File: config.mk
export PLATFORM = sky130hd
export DESIGN_NAME = sa_act_feeder
export DESIGN_NICKNAME = d
export VERILOG_FILES = /design/src/rtl/sa_pkg.sv /design/src/rtl/sa_skew_line.sv /design/src/rtl/sa_act_feeder.sv
export SDC_FILE = /design/constraint.sdc
export NUM_CORES = 1
export LEC_CHECK = 0
export ABC_AREA = 1
export CAP_MARGIN = 25
export CORE_AREA = 2 2 84 166
export DETAILED_ROUTE_END_ITERATION = 8
export DIE_AREA = 0 0 86 168
export PLACE_DENSITY = 0.84
export SYNTH_ARGS = -nofsm -noshare
export SYNTH_HDL_FRONTEND = slang
export SYNTH_SLANG_ARGS = --single-unit
File: constraint.sdc
create_clock -name clk -period 2.65 [get_ports clk]
set_input_delay 0.53 -clock clk [delete_from_list [all_inputs] [get_ports clk]]
set_output_delay 0.53 -clock clk [all_outputs]
set_load 0.02 [all_outputs]
File: src/rtl/sa_pkg.sv
// Shared definitions for the weight-stationary systolic array slice: the feeder
// FSM state encoding and the counter-width helper used by the feeder, array and
// drain-side blocks.
package sa_pkg;

    // Feeder job phases, in the order a normal job walks through them.
    typedef enum logic [2:0] {
        IDLE    = 3'd0,
        CLEAR   = 3'd1,
        WLOAD   = 3'd2,
        WSETTLE = 3'd3,
        STREAM  = 3'd4,
        DRAIN   = 3'd5,
        DONE    = 3'd6
    } sa_state_e;

    // Default array geometry shared across the slice.
    localparam int SA_ROWS = 4;
    localparam int SA_COLS = 4;

    // Weight/drain counters must be able to hold the value ROWS itself.
    localparam int CNT_W = $clog2(SA_ROWS) + 1;

    // Same rule as CNT_W, for blocks instantiated with a non-default row count.
    function automatic int cnt_width(input int rows);
        return $clog2(rows) + 1;
    endfunction

endpackage

File: src/rtl/sa_skew_line.sv
// Per-row skew delay for the activation stream: a {valid,data} shift register of
// DEPTH stages. DEPTH=0 is a plain wire, because the feeder already registers the
// accepted vector once before fanning it out to the rows. Data is zeroed whenever
// valid is low, so a bubble never carries a stale activation down the line.
module sa_skew_line #(
    parameter int DEPTH = 1,
    parameter int W     = 8
) (
    input  logic         clk,
    input  logic         reset,
    input  logic         in_valid,
    input  logic [W-1:0] in_data,
    output logic         out_valid,
    output logic [W-1:0] out_data
);

    if (DEPTH == 0) begin : g_wire
        // Row 0 has no skew; the clock and reset are simply not needed here.
        logic unused_clk_rst;
        assign unused_clk_rst = clk | reset;
        assign out_valid      = in_valid;
        assign out_data       = in_valid ? in_data : '0;
    end else begin : g_pipe
        logic [DEPTH-1:0] v_pipe;
        logic [W-1:0]     d_pipe [DEPTH];

        // Shift {valid,data} one stage per cycle; reset flushes every stage.
        always_ff @(posedge clk) begin
            if (reset) begin
                v_pipe <= '0;
                for (int k = 0; k < DEPTH; k++) begin
                    d_pipe[k] <= '0;
                end
            end else begin
                v_pipe[0] <= in_valid;
                d_pipe[0] <= in_valid ? in_data : '0;
                for (int k = 1; k < DEPTH; k++) begin
                    v_pipe[k] <= v_pipe[k-1];
                    d_pipe[k] <= d_pipe[k-1];
                end
            end
        end

        assign out_valid = v_pipe[DEPTH-1];
        assign out_data  = d_pipe[DEPTH-1];
    end

endmodule

File: src/rtl/sa_act_feeder.sv
// Upstream feeder for the ROWSxCOLS weight-stationary systolic array. One job:
// clear PE weights, load ROWS weight rows down the columns, then stream cfg_len
// activation vectors into the rows with a diagonal skew (row i delayed i cycles)
// and matching per-row MAC enables.
//
// Handshakes: a beat transfers on a rising clk edge where valid && ready are both
// high. ready is registered and never depends on valid; the source must hold
// valid and data stable until the transfer. A low ready holds the source off, it
// never drops a beat.
//
// Optional build macro SA_FEEDER_WT_REUSE_EN adds cfg_reuse_wt: when set at
// cfg_start the job skips CLEAR/WLOAD/WSETTLE and reuses the resident weights.
module sa_act_feeder
    import sa_pkg::*;
#(
    parameter int ROWS    = 4,
    parameter int COLS    = 4,
    parameter int BW_ACT  = 8,
    parameter int BW_WET  = 8,
    parameter int BW_ACCU = 32,
    parameter int LEN_W   = 8
) (
    input  logic                    clk,
    input  logic                    reset,
    input  logic                    cfg_start,
    input  logic [LEN_W-1:0]        cfg_len,
`ifdef SA_FEEDER_WT_REUSE_EN
    input  logic                    cfg_reuse_wt,
`endif
    output logic                    cfg_busy,
    output logic                    cfg_done,
    input  logic                    wt_valid,
    output logic                    wt_ready,
    input  logic [COLS*BW_WET-1:0]  wt_data,
    input  logic                    act_valid,
    output logic                    act_ready,
    input  logic [ROWS*BW_ACT-1:0]  act_data,
    output logic                    arr_clear_wt,
    output logic                    arr_wsel,
    output logic [COLS*BW_ACCU-1:0] arr_wdata,
    output logic [ROWS*BW_ACT-1:0]  arr_act,
    output logic [ROWS-1:0]         arr_mac_en,
    output sa_state_e               dbg_state
);

    localparam int            CW       = cnt_width(ROWS);
    localparam logic [CW-1:0] LAST_ROW = CW'(ROWS - 1);

    sa_state_e          state;
    logic [LEN_W-1:0]   len_q;
    logic [LEN_W-1:0]   beat_cnt;
    logic [CW-1:0]      wt_cnt;
    logic [CW-1:0]      drain_cnt;
    logic               wt_fire;
    logic               act_fire;
    logic               reuse_req;

    logic [COLS*BW_ACCU-1:0] wdata_ext;
    logic [COLS*BW_ACCU-1:0] wdata_q;
    logic                    slot_v;
    logic [ROWS*BW_ACT-1:0]  slot_d;
    logic [ROWS-1:0]         row_v;
    logic [ROWS*BW_ACT-1:0]  row_d;

`ifdef SA_FEEDER_WT_REUSE_EN
    assign reuse_req = cfg_reuse_wt;
`else
    assign reuse_req = 1'b0;
`endif

    assign wt_fire  = wt_valid & wt_ready;
    assign act_fire = act_valid & act_ready;

    // Job sequencer: phase transitions plus the registered ready/clear/done strobes.
    always_ff @(posedge clk) begin
        if (reset) begin
            state        <= IDLE;
            len_q        <= '0;
            beat_cnt     <= '0;
            wt_cnt       <= '0;
            drain_cnt    <= '0;
            wt_ready     <= 1'b0;
            act_ready    <= 1'b0;
            arr_clear_wt <= 1'b0;
            cfg_done     <= 1'b0;
        end else begin
            arr_clear_wt <= 1'b0;
            cfg_done     <= 1'b0;
            case (state)
                IDLE: begin
                    if (cfg_start) begin
                        len_q     <= cfg_len;
                        beat_cnt  <= '0;
                        wt_cnt    <= '0;
                        drain_cnt <= '0;
                        if (reuse_req) begin
                            // Resident weights are kept: go straight to streaming.
                            state     <= STREAM;
                            act_ready <= (cfg_len != '0);
                        end else begin
                            state        <= CLEAR;
                            arr_clear_wt <= 1'b1;
                        end
                    end
                end
                CLEAR: begin
                    state    <= WLOAD;
                    wt_ready <= 1'b1;
                end
                WLOAD: begin
                    if (wt_fire) begin
                        wt_cnt <= wt_cnt + CW'(1);
                        if (wt_cnt == LAST_ROW) begin
                            wt_ready <= 1'b0;
                            state    <= WSETTLE;
                        end
                    end
                end
                WSETTLE: begin
                    // One idle cycle lets the last weight settle in the PEs.
                    state     <= STREAM;
                    act_ready <= (len_q != '0);
                end
                STREAM: begin
                    if (len_q == '0) begin
                        state <= DRAIN;
                    end else if (act_fire && beat_cnt != len_q) begin
                        beat_cnt <= beat_cnt + LEN_W'(1);
                        if (beat_cnt + LEN_W'(1) == len_q) begin
                            act_ready <= 1'b0;
                            state     <= DRAIN;
                        end
                    end
                end
                DRAIN: begin
                    // Wait until the bottom row has presented the last beat.
                    if (drain_cnt == LAST_ROW) begin
                        state    <= DONE;
                        cfg_done <= 1'b1;
                    end else begin
                        drain_cnt <= drain_cnt + CW'(1);
                    end
                end
                DONE: begin
                    state <= IDLE;
                end
                default: begin
                    state <= IDLE;
                end
            endcase
        end
    end

    assign cfg_busy  = (state != IDLE);
    assign dbg_state = state;

    // Sign-extend each weight lane to the column accumulator width.
    for (genvar c = 0; c < COLS; c++) begin : g_wext
        assign wdata_ext[c*BW_ACCU +: BW_ACCU] =
            {{(BW_ACCU-BW_WET){wt_data[c*BW_WET + BW_WET - 1]}}, wt_data[c*BW_WET +: BW_WET]};
    end

    // Datapath registers: weight lags its select by one cycle, activations get a
    // common output register ahead of the per-row skew lines.
    always_ff @(posedge clk) begin
        if (reset) begin
            wdata_q <= '0;
            slot_v  <= 1'b0;
            slot_d  <= '0;
        end else begin
            wdata_q <= wt_fire ? wdata_ext : '0;
            slot_v  <= act_fire;
            slot_d  <= act_fire ? act_data : '0;
        end
    end

    assign arr_wsel  = wt_fire;
    assign arr_wdata = wdata_q;

    for (genvar r = 0; r < ROWS; r++) begin : g_row
        sa_skew_line #(
            .DEPTH (r),
            .W     (BW_ACT)
        ) u_skew (
            .clk       (clk),
            .reset     (reset),
            .in_valid  (slot_v),
            .in_data   (slot_d[r*BW_ACT +: BW_ACT]),
            .out_valid (row_v[r]),
            .out_data  (row_d[r*BW_ACT +: BW_ACT])
        );

        assign arr_mac_en[r]                = row_v[r];
        assign arr_act[r*BW_ACT +: BW_ACT]  = row_v[r] ? row_d[r*BW_ACT +: BW_ACT] : '0;
    end

endmodule
==> flow_summary.rst, run 1 <==
.. list-table::
   :header-rows: 1

   * - Metric
     - Value
   * - Number of nets with antenna violations after routing
     - 0
   * - H-tree levels
     - 4
   * - Fraction of the yosys area taken by sequential cells
     - 49.0%
   * - Critical setup path kind
     - reg2out
   * - Die boundary width
     - 86 um
   * - Worst Setup Slack, final
     - 0.213 ns
   * - Area delta synth->final
     - 43.8%
   * - Remaining max-slew budget at the tightest pin
     - 54.7%
   * - Ports
     - 250
   * - Net switching power
     - 1.63 mW
   * - Die Outline Area
     - ~14000 um2
   * - Total vias in the final route
     - 4759
   * - Clock tree from TritonCTS
     - done
   * - Gate Count Post-Synth
     - 783
   * - Global placement routability congestion
     - 0.857
   * - Total clock sinks
     - 145
   * - Fin. max-slew vios
     - 0
   * - Slowest Stage Delay on Critical Path
     - 0.75 ns
   * - Largest net degree at the start of global routing
     - 41
   * - Power density normalized to cell area
     - 737 nW/um2
   * - Max-cap violation count
     - 0
   * - Number of antenna violations at the first check in global routing
     - 0
   * - Number of CTS-inserted buffers
     - 17
   * - Setup TNS
     - 0 ns
   * - CP delay by family, top
     - flip-flops
   * - Violation count after the first detailed-route iteration
     - around 180
   * - Via-to-Cell Ratio
     - 4.31
   * - Flop pwr share
     - 37.7%
   * - Maximum count of clock buffers along a single path
     - 2
   * - Library cell with the largest summed area after synthesis
     - sky130_fd_sc_hd__dfxtp_1
   * - Detailed placement HPWL
     - approximately 9500 um
   * - Worst setup timing slack at the placement stage
     - 0.322 ns
   * - Endpoint arrival time on the critical path
     - around 1.9 ns
   * - Total grt overflow
     - 0
   * - Synthesized area per cell
     - 7.56 um2
   * - Number of nets in the layout
     - 1019
   * - Clock transition at the register clock pins on the worst setup and hold paths after CTS
     - around 0.060 ns
   * - Number of endpoints failing setup at the final stage
     - 0
   * - Count of input and output buffers
     - 249
   * - Cts hold-fix bufs
     - 0
   * - Pre-antenna DRT Iters
     - 4
   * - Kind of path behind the tightest hold check
     - reg2reg
   * - Cell row count
     - 60
   * - Maximum net fanout on the critical path
     - 25
   * - Data required time at the worst endpoint
     - 2.12 ns
   * - Commonest cells after routing, fill and taps aside
     - sky130_fd_sc_hd__clkdlybuf4s50_1, sky130_fd_sc_hd__inv_1, sky130_fd_sc_hd__dfxtp_1
   * - GR Util All Layers
     - 17.3%
   * - Syn_nets
     - between 800 and 900
   * - Root buffer selected by CTS
     - sky130_fd_sc_hd__clkbuf_16
   * - Shortest clock period the worst path allows after layout
     - 2.44 ns
   * - Internal power contribution
     - 4.65 mW
   * - Starting density of the core
     - 44.6%
   * - Hold Vio Cnt, Final
     - 0
   * - Critical-path top delay cell
     - sky130_fd_sc_hd__dfxtp_1
   * - Number of global-route vias before repair
     - 4382
   * - Global-route wire length before repair
     - 20000 um
   * - Count of state elements after synthesis
     - between 100 and 150
   * - Fraction of power consumed by combinational cells
     - ~19%
   * - Share of the synthesized area in the top cell type
     - 49.0%
   * - Clock network latency to the later pin of the worst-skew pair
     - 0.41 ns
   * - Clock power share
     - a little over two fifths
   * - Worst Setup Start Kind
     - register
   * - Timing-limited maximum frequency
     - 410 MHz
   * - Cell area after synthesis
     - 5920 um2
   * - PostCTS Resize Cnt
     - 0
   * - WP buf/inv
     - 1
   * - Number of cells in the design after placement
     - 1073
   * - Count of different cell masters after synthesis
     - 28
   * - Count of filler cells inserted in the layout
     - 1068
   * - Result of the run
     - complete, no violations
   * - Die height
     - 168 um
   * - IR Drop Worst-Case VDD
     - 0.686 mV
   * - Aggregate routed wire length
     - 12700 um
   * - Kind of end point of the critical path
     - output port
   * - Number of design rule violations left after detail routing
     - 0
   * - Leading cell type in the layout, fill and taps excluded
     - sky130_fd_sc_hd__clkdlybuf4s50_1
   * - Switching share of power
     - 25.9%
   * - Period utilization
     - 92.0%
   * - Total design power
     - roughly 6.3 mW
   * - Placeable core region
     - 13300 um2
   * - Warnings, synthesis
     - 0
   * - WL/cell
     - 11.5 um
   * - CP cell instances
     - clkdlybuf4s50_1
   * - Setup repair after global routing missed its margin
     - false
   * - Transition time of the tightest slew-check pin
     - 0.679 ns
   * - Clock Skew
     - 0.0112 ns
   * - Antenna Diode Count
     - 0
   * - Count of placed standard cells in the final layout, fillers left out
     - roughly 1100
   * - Largest cells by area after synthesis
     - sky130_fd_sc_hd__dfxtp_1, sky130_fd_sc_hd__buf_4, sky130_fd_sc_hd__inv_1
   * - Static Leakage
     - 3.86 nW
   * - Number of buffers added for setup after CTS
     - 0
   * - Share of layout cells above drive strength 1
     - approximately 5.5%
kinds of logic (layout without fill, tap and decap cells):
group           Yosys count  after routing  share of synthesized area [%]
flops                   145            145                           49.0
fa+ha+maj                 5              5                           1.06
xor+xnor                 10             10                           1.48
simple gates            284            284                           19.7
compound gates           35             35                           3.13
buf+inv                 304            470                           25.6
metrics by stage:
step	hold slack [ns]	cell area [um2]	util (%)
2_1_floorplan	0.388	5920	-
3_3_place_gp	0.388	7830	58.9
3_5_place_dp	0.392	7830	58.9
4_1_cts	0.394	8520	64.1
5_1_grt	0.414	8520	64.1
6_report	0.394	8520	64.1
sequential cells by signal (all words and copies together) (netlist names), 3 cells and up:
name                        cells
arr_wdata                      32
beat_cnt                        8
dbg_state                       3
drain_cnt                       3
g_row.u_skew.g_pipe.d_pipe     48
g_row.u_skew.g_pipe.v_pipe      3
len_q                           8
slot_d                         32
wt_cnt                          3
final timing paths:
check,to,slack (ns),depth (start not counted),from
setup reg to reg,dbg_state[1]$_SDFFE_PP0P_,0.76,12,beat_cnt[1]$_SDFFE_PP0P_
setup / recovery,arr_wdata[29],0.21,1,arr_wdata[31]$_SDFF_PP0_
hold reg to reg,g_row[3].u_skew.g_pipe.d_pipe[0][14]$_SDFF_PP0_,0.39,2,g_row[3].u_skew.g_pipe.d_pipe[0][6]$_SDFF_PP0_
hold / removal,g_row[3].u_skew.g_pipe.d_pipe[0][14]$_SDFF_PP0_,0.39,2,g_row[3].u_skew.g_pipe.d_pipe[0][6]$_SDFF_PP0_
area by class of cell:
type,instances,area (um2),area share (%)
clock inverters,13,256,3.01
flip-flops and latches,145,2900,34.1
repair buffers,253,2530,29.8
multi-input cells,334,1500,17.6
clock buffers,18,429,5.04
inverters,186,698,8.20
well taps,155,194,2.28
power by group through the flow:
stage / registers (mW) / logic, mW / clock network (mW)
after floorplan: 2.46 / 0.692 / 0
after global placement: 2.41 / 1.13 / 0
after detailed placement: 2.41 / 1.15 / 0
after CTS: 2.37 / 1.16 / 2.81
after global routing: 2.38 / 1.26 / 2.89
final: 2.37 / 1.16 / 2.75
layer usage:
layer  up-vias  routed length, um  track usage (%)
li1       2442                  -                -
met1      2096               4900             17.9
met2       206               6530             32.2
met3        15               1060             4.80
met4         0                209             6.28
met5         -                  0                0
tightest hold or removal path, stage by stage (launching register included):
cell,delay [ns]
sky130_fd_sc_hd__dfxtp_1,0.29
sky130_fd_sc_hd__inv_1,0.04
sky130_fd_sc_hd__nor2_1,0.03
cell usage after synthesis (all sizes together):
library cell  instances
xor2                  8
nor2                147
xnor2                 2
nand2               119
buf                 103
nor3                  1
clkbuf               15
o22ai                 1
nand3                15
dfxtp               145
nand4                 2
ha                    5
clkinv                1
o21ai                13
inv                 185
a21oi                19
o21a                  1
a211oi                1
Note: power is estimated with default switching activity, not from simulation.
==> inputs of run 2 (changes only) <==
--- a/config.mk
+++ b/config.mk
@@ -10,7 +10,9 @@
 export CORE_AREA = 2 2 84 166
 export DETAILED_ROUTE_END_ITERATION = 8
 export DIE_AREA = 0 0 86 168
-export PLACE_DENSITY = 0.84
+export PLACE_DENSITY_LB_ADDON = 0.3
+export SKIP_LAST_GASP = 1
+export SLEW_MARGIN = 20
 export SYNTH_ARGS = -nofsm -noshare
 export SYNTH_HDL_FRONTEND = slang
 export SYNTH_SLANG_ARGS = --single-unit
==> run 2 against run 1 <==
First-iteration DRC count decreased by 30%. Die area stayed put. Hold slack lost 0.0011 ns. Fmax down 0.64%. Register-to-register slack better by 0.02 ns. Highest routed layer unchanged. Routed wire length shrank 3.6%. Via count is 2.5% lower. Critical path type unchanged.
==> flow_summary.rst, run 2 (synthesized netlist as in run 1, its figures left out) <==
.. list-table::
   :header-rows: 1

   * - Metric
     - Value
   * - Via-to-Cell Ratio
     - 4.20
   * - WP buf/inv
     - 1
   * - Reg2Reg Setup Slack
     - 0.78 ns
   * - Ports
     - 250
   * - Number of endpoints failing setup at the final stage
     - 0
   * - Met1 track demand over resource in global routing
     - 18.3%
   * - PostCTS Resize Cnt
     - 0
   * - Endpoint arrival time on the critical path
     - between 1.5 and 2 ns
   * - Register with the highest flop count
     - g_row.u_skew.g_pipe.d_pipe
   * - Placeable core region
     - 13300 um2
   * - R2r endpoint
     - dbg_state[1]$_SDFFE_PP0P_
   * - Global-route wire length before repair
     - 19900 um
   * - Transition time of the tightest slew-check pin
     - a little under 0.7 ns
   * - Met3 Use GR
     - between 5 and 6%
   * - Slowest Stage Delay on Critical Path
     - roughly 0.76 ns
   * - Antenna Diode Count
     - 0
   * - Max-cap violation count
     - 0
   * - Leading cell type in the layout, fill and taps excluded
     - sky130_fd_sc_hd__clkdlybuf4s50_1
   * - Remaining max-slew budget at the tightest pin
     - 55.0%
   * - Cell row count
     - 60
   * - Setup TNS
     - 0 ns
   * - Die height
     - 168 um
   * - Hold Vio Cnt, Final
     - 0
   * - Shortest clock period the worst path allows after layout
     - approximately 2.5 ns
   * - Worst Setup Start Kind
     - register
   * - H-tree levels
     - 4
   * - Detailed placement HPWL
     - 9150 um
   * - WL/cell
     - 11.1 um
   * - Launch point of the worst hold path
     - g_row[3].u_skew.g_pipe.d_pipe[0][6]$_SDFF_PP0_
   * - Period utilization
     - 92.6%
   * - Hold-critical path depth
     - 2
   * - Power density normalized to cell area
     - 704 nW/um2
   * - Number of cells in the design after placement
     - 1074
   * - Violation count after the first detailed-route iteration
     - 129
   * - Count of placed standard cells in the final layout, fillers left out
     - 1105
   * - Critical setup path kind
     - reg2out
   * - Clock transition at the register clock pins on the worst setup and hold paths after CTS
     - 0.07 ns
   * - Kind of path behind the tightest hold check
     - reg2reg
   * - Critical-path top delay cell
     - sky130_fd_sc_hd__dfxtp_1
   * - Met2 layer usage reported by global route
     - 31.1%
   * - Fin. max-slew vios
     - 0
   * - Top Usage Layer GRT
     - met2
   * - Total grt overflow
     - 0
   * - Result of the run
     - complete, no violations
   * - Worst setup timing slack at the placement stage
     - 0.345 ns
   * - Pre-antenna DRT Iters
     - 4
   * - Starting density of the core
     - 44.6%
   * - Timing-limited maximum frequency
     - about 410 MHz
   * - Root buffer selected by CTS
     - sky130_fd_sc_hd__clkbuf_16
   * - Utilization after layout
     - 63.3%
   * - Clock tree from TritonCTS
     - done
   * - Total design power
     - 5.93 mW
   * - Start of the worst register-to-register path
     - beat_cnt[0]$_SDFFE_PP0P_
   * - Number of design rule violations left after detail routing
     - 0
   * - Global placement routability congestion
     - 0.872
   * - Aggregate routed wire length
     - 12200 um
   * - Cts hold-fix bufs
     - 0
   * - Number of nets in the layout
     - between 1000 and 1500
   * - Total vias in the final route
     - between 4000 and 5000
   * - Largest net degree at the start of global routing
     - 33
   * - Static Leakage
     - about 3.8 nW
   * - Die Outline Area
     - 14400 um2
   * - Clock Skew
     - 0.0115 ns
   * - Count of input and output buffers
     - 249
   * - Number of nets with antenna violations after routing
     - 0
   * - Number of CTS-inserted buffers
     - 17
   * - Maximum count of clock buffers along a single path
     - 2
   * - Count of cells along the worst register-to-register path
     - 12
   * - Worst Setup Slack, final
     - 0.197 ns
   * - Maximum net fanout on the critical path
     - 25
   * - Number of global-route vias before repair
     - ~4300
   * - CP cell instances
     - clkdlybuf4s50_1
   * - Commonest cells after routing, fill and taps aside
     - sky130_fd_sc_hd__clkdlybuf4s50_1, sky130_fd_sc_hd__inv_1, sky130_fd_sc_hd__dfxtp_1
   * - IR Drop Worst-Case VDD
     - 0.455 mV
   * - Number of flip-flops under the largest register name
     - 48
   * - Die boundary width
     - ~86 um
   * - Kind of end point of the critical path
     - output port
   * - GR Util All Layers
     - 17.3%
   * - Number of antenna violations at the first check in global routing
     - 0
   * - Total clock sinks
     - 145
   * - Data required time at the worst endpoint
     - between 2 and 2.5 ns
   * - CP delay by family, top
     - flip-flops
   * - Share of layout cells above drive strength 1
     - 5.79%
   * - Clock network latency to the later pin of the worst-skew pair
     - 0.42 ns
   * - Launch point of the worst path
     - arr_wdata[95]$_SDFF_PP0_
   * - Worst Hold Path EP
     - g_row[3].u_skew.g_pipe.d_pipe[0][14]$_SDFF_PP0_
   * - Number of buffers added for setup after CTS
     - 0
   * - Setup repair after global routing missed its margin
     - false
   * - Area delta synth->final
     - 42.1%
==> run 2: changes by cell type in the layout (fill, tap and decap cells not counted) <==
cell	change
sky130_fd_sc_hd__buf_2	+1
sky130_fd_sc_hd__bufinv_16	-5
sky130_fd_sc_hd__clkdlybuf4s50_1	-1
sky130_fd_sc_hd__buf_4	+2
sky130_fd_sc_hd__clkinv_2	-1
sky130_fd_sc_hd__inv_8	+3
sky130_fd_sc_hd__inv_6	+3
sky130_fd_sc_hd__clkbuf_1	-1
sky130_fd_sc_hd__clkinvlp_4	+1
sky130_fd_sc_hd__buf_12	-1
==> run 2: how the worst max path moves through the flow <==
stage,to,cells past startpoint
global route,arr_wdata[81],1
finish,arr_wdata[81],1
CTS,arr_wdata[81],1
floorplan,arr_wdata[104],1
detailed placement,arr_wsel,4
global placement,arr_wsel,4
==> run 2: final cells by class <==
| class | count | area [um2] |
|---|---|---|
| flip-flops and latches | 145 | 2900 |
| repair buffers | 254 | 2520 |
| clock inverters | 14 | 169 |
| multi-input cells | 334 | 1500 |
| inverters | 186 | 698 |
| fillers | 1177 | 4870 |
| well taps | 155 | 194 |
| clock buffers | 17 | 425 |
==> run 2: metrics by stage <==
stage | area, um2 | hold WS, ns
2_1_floorplan | 5920 | 0.388
3_3_place_gp | 7820 | 0.388
3_5_place_dp | 7820 | 0.392
4_1_cts | 8410 | 0.396
5_1_grt | 8410 | 0.411
6_report | 8410 | 0.393
==> run 2: layer usage <==
metal / part of all wire (%) / vias to the layer above
li1: - / 2443
met1: 40 / 2022
met2: 52 / 164
met3: 7.3 / 12
met4: 1.4 / 0
met5: 0 / -
==> run 2: worst register-to-register path, delay by kind of cell, from the launching register on <==
kind                       cells  cell delay, ns
adders and majority gates      1            0.25
and+or+nand+nor               11            1.06
DFF                            1            0.43
==> run 2: where the power goes <==
part | internal (mW) | switching [mW] | total (mW)
Sequential | 2.28 | 0.0853 | 2.36
Combinational | 0.508 | 0.641 | 1.15
Clock | 1.42 | 0.999 | 2.42
==> inputs of run 3 (changes only) <==
--- a/config.mk
+++ b/config.mk
@@ -7,12 +7,13 @@
 export LEC_CHECK = 0
 export ABC_AREA = 1
 export CAP_MARGIN = 25
-export CORE_AREA = 2 2 84 166
+export CORE_AREA = 2 2 85 169
 export DETAILED_ROUTE_END_ITERATION = 8
-export DIE_AREA = 0 0 86 168
+export DIE_AREA = 0 0 87 171
 export PLACE_DENSITY_LB_ADDON = 0.3
 export SKIP_LAST_GASP = 1
 export SLEW_MARGIN = 20
 export SYNTH_ARGS = -nofsm -noshare
 export SYNTH_HDL_FRONTEND = slang
+export SYNTH_HIERARCHICAL = 1
 export SYNTH_SLANG_ARGS = --single-unit
==> run 3 against run 2 <==
Non-clock buffer count rose by 1. Total power rose by 2.0%. Highest routed layer unchanged. Sequential cell count rose by 3. Final cell count rose by 2.8%. Sequential power rose by 3%. Clock power barely moved. Critical path type unchanged. Largest power group is now registers. Fmax barely moved. Combinational power rose by 5%. Clock-buffer cell count did not move.
==> flow_summary.rst, run 3 <==
.. list-table::
   :header-rows: 1

   * - Metric
     - Value
   * - Shortest clock period the worst path allows after layout
     - about 2.5 ns
   * - Remaining max-slew budget at the tightest pin
     - 53.9%
   * - Die Outline Area
     - ~15000 um2
   * - Total grt overflow
     - 0
   * - Violation count after the first detailed-route iteration
     - roughly 150
   * - Number of antenna violations at the first check in global routing
     - 0
   * - Data required time at the worst endpoint
     - 2.12 ns
   * - Syn_nets
     - about 900
   * - Reg2Reg Setup Slack
     - 0.78 ns
   * - Clock network latency to the later pin of the worst-skew pair
     - 0.42 ns
   * - Endpoint arrival time on the critical path
     - 1.92 ns
   * - Leading cell type in the layout, fill and taps excluded
     - sky130_fd_sc_hd__clkdlybuf4s50_1
   * - Power density normalized to cell area
     - 699 nW/um2
   * - Starting density of the core
     - between 40% and 50%
   * - Register with the highest flop count
     - g_row.u_skew/g_pipe.d_pipe
   * - Share of the synthesized area in the top cell type
     - roughly 47%
   * - GR Util All Layers
     - 16.8%
   * - Cell area after placement
     - 8030 um2
   * - Kind of end point of the critical path
     - output port
   * - Total design power
     - 6.04 mW
   * - Root buffer selected by CTS
     - sky130_fd_sc_hd__clkbuf_16
   * - Critical setup path kind
     - reg2out
   * - Post-synth EDFFs
     - 0
   * - Number of design rule violations left after detail routing
     - 0
   * - Placeable core region
     - between 10000 and 15000 um2
   * - Proportion of register bits with asynchronous set or reset after synthesis
     - 0%
   * - Largest net degree at the start of global routing
     - 33
   * - Total vias in the final route
     - between 4000 and 5000
   * - Summed area of non-filler cells in the final layout
     - 8640 um2
   * - Fraction of the yosys area taken by sequential cells
     - 47.4%
   * - Clock transition at the register clock pins on the worst setup and hold paths after CTS
     - 0.06 ns
   * - Transition time of the tightest slew-check pin
     - ~0.69 ns
   * - Count of different cell masters after synthesis
     - 31
   * - Timing-limited maximum frequency
     - roughly 400 MHz
   * - Cell row count
     - slightly above 60
   * - Commonest cells after routing, fill and taps aside
     - sky130_fd_sc_hd__clkdlybuf4s50_1, sky130_fd_sc_hd__inv_1, sky130_fd_sc_hd__dfxtp_1
   * - WL/cell
     - 10.7 um
   * - Global-route wire length before repair
     - 19900 um
   * - Number of nets in the layout
     - 1048
   * - Maximum count of clock buffers along a single path
     - 2
   * - Total clock sinks
     - around 150
   * - Via-to-Cell Ratio
     - about 4.2
   * - Die height
     - about 170 um
   * - Detailed placement HPWL
     - 8990 um
   * - Global placement routability congestion
     - roughly 0.86
   * - Library cell with the largest summed area after synthesis
     - sky130_fd_sc_hd__dfxtp_1
   * - Count of state elements after synthesis
     - roughly 150
   * - Static Leakage
     - 4.00 nW
   * - Most numerous cell in the Yosys netlist
     - sky130_fd_sc_hd__inv_1
   * - Number of global-route vias before repair
     - 4380
   * - Number of CTS-inserted buffers
     - 17
   * - Setup repair after global routing missed its margin
     - false
   * - WP buf/inv
     - 1
   * - Period utilization
     - 92.6%
   * - Max-cap violation count
     - 0
   * - Maximum net fanout on the critical path
     - 25
   * - Result of the run
     - complete, no violations
   * - Gate Count Post-Synth
     - 823
   * - Kind of path behind the tightest hold check
     - in2reg
   * - Antenna Diode Count
     - 0
   * - Critical-path top delay cell
     - sky130_fd_sc_hd__dfxtp_1
   * - Clock Skew
     - 0.00758 ns
   * - Pre-antenna DRT Iters
     - 4
   * - Die boundary width
     - 87 um
   * - Hold Vio Cnt, Final
     - 0
   * - Number of nets with antenna violations after routing
     - 0
   * - Worst Setup Start Kind
     - register
   * - Fin. max-slew vios
     - 0
   * - Warnings, synthesis
     - 6
   * - Largest cells by area after synthesis
     - sky130_fd_sc_hd__dfxtp_1, sky130_fd_sc_hd__buf_4, sky130_fd_sc_hd__inv_1
   * - Share of layout cells above drive strength 1
     - slightly above 7%
   * - Main flop type after synthesis
     - sky130_fd_sc_hd__dfxtp_1
   * - H-tree levels
     - 4
   * - Top post-synthesis cells by count
     - sky130_fd_sc_hd__inv_1, sky130_fd_sc_hd__dfxtp_1, sky130_fd_sc_hd__nor2_1, sky130_fd_sc_hd__buf_4, sky130_fd_sc_hd__nand2_1
   * - Count of input and output buffers
     - around 250
   * - Synthesized area per cell
     - 7.59 um2
   * - Aggregate routed wire length
     - roughly 12000 um
   * - Cell area after synthesis
     - 6240 um2
   * - Number of endpoints failing setup at the final stage
     - 0
   * - Clock tree from TritonCTS
     - done
   * - Setup TNS
     - 0 ns
   * - Cts hold-fix bufs
     - 0
   * - CP cell instances
     - clkdlybuf4s50_1
   * - Ports
     - 250
   * - IR Drop Worst-Case VDD
     - ~0.53 mV
   * - Slowest Stage Delay on Critical Path
     - 0.76 ns
   * - Number of flip-flops under the largest register name
     - 48
   * - CP delay by family, top
     - flip-flops
   * - Area delta synth->final
     - 38.4%
==> run 3: path summary, 6_finish.rpt <==
kind,to,start,cells past startpoint
max reg2reg,dbg_state[0]$_SDFFE_PP0P_,beat_cnt[1]$_SDFFE_PP0P_,12
min reg2reg,g_row[3].u_skew/g_pipe.d_pipe[0][10]$_SDFF_PP0_,g_row[3].u_skew/g_pipe.d_pipe[0][2]$_SDFF_PP0_,2
min,slot_v$_SDFF_PP0_,reset,2
max,arr_wdata[61],arr_wdata[63]$_SDFF_PP0_,1
==> run 3: layout make-up <==
type                    count  area (um2)
clock inverters            15         186
flip-flops and latches    148        2960
well taps                 157         196
inverters                 206         781
fillers                  1154        5020
multi-input cells         338        1560
clock buffers              17         425
repair buffers            255        2530
==> run 3: cell families (layout without fill, tap and decap cells) <==
kind of cell,Yosys count,count (layout),synth area share (%)
buffers and inverters,337,493,27.6
and+or+nand+nor,281,281,19.1
DFF,148,148,47.4
AOI/OAI and AO/OA,45,45,3.81
xor gates and xnor gates,7,7,0.982
adders and majority gates,5,5,1.00
==> run 3: routing by layer <==
metal	share of wire, %	GRT usage [%]	vias to the layer above	routed length, um
li1	-	-	2516	-
met1	42	19.3	2065	5080
met2	50	28.9	174	6100
met3	6.9	4.92	13	838
met4	1.1	6.11	0	128
met5	0	0	-	0
==> run 3: report_power, final <==
part	internal (mW)	switching, mW	leakage (nW)
Clock	1.36	1.05	0.295
Sequential	2.34	0.0835	1.20
Combinational	0.521	0.688	2.50
Total	4.22	1.83	4.00
==> run 3: what timing repair did <==
item,4_1_cts,5_1_grt
buffers inserted,0,0
resized for setup,0,1
endpoints found under the setup margin,0,1
==> run 3: metrics by stage <==
stage	hold WS, ns	setup WS (ns)	instances	util [%]
floorplan	0.388	0.926	823	-
global placement	0.390	0.381	1104	58.8
detailed placement	0.392	0.361	1104	58.8
CTS	0.334	0.113	1136	63.2
global route	0.338	0.0516	1136	63.3
finish	0.351	0.196	1136	63.3
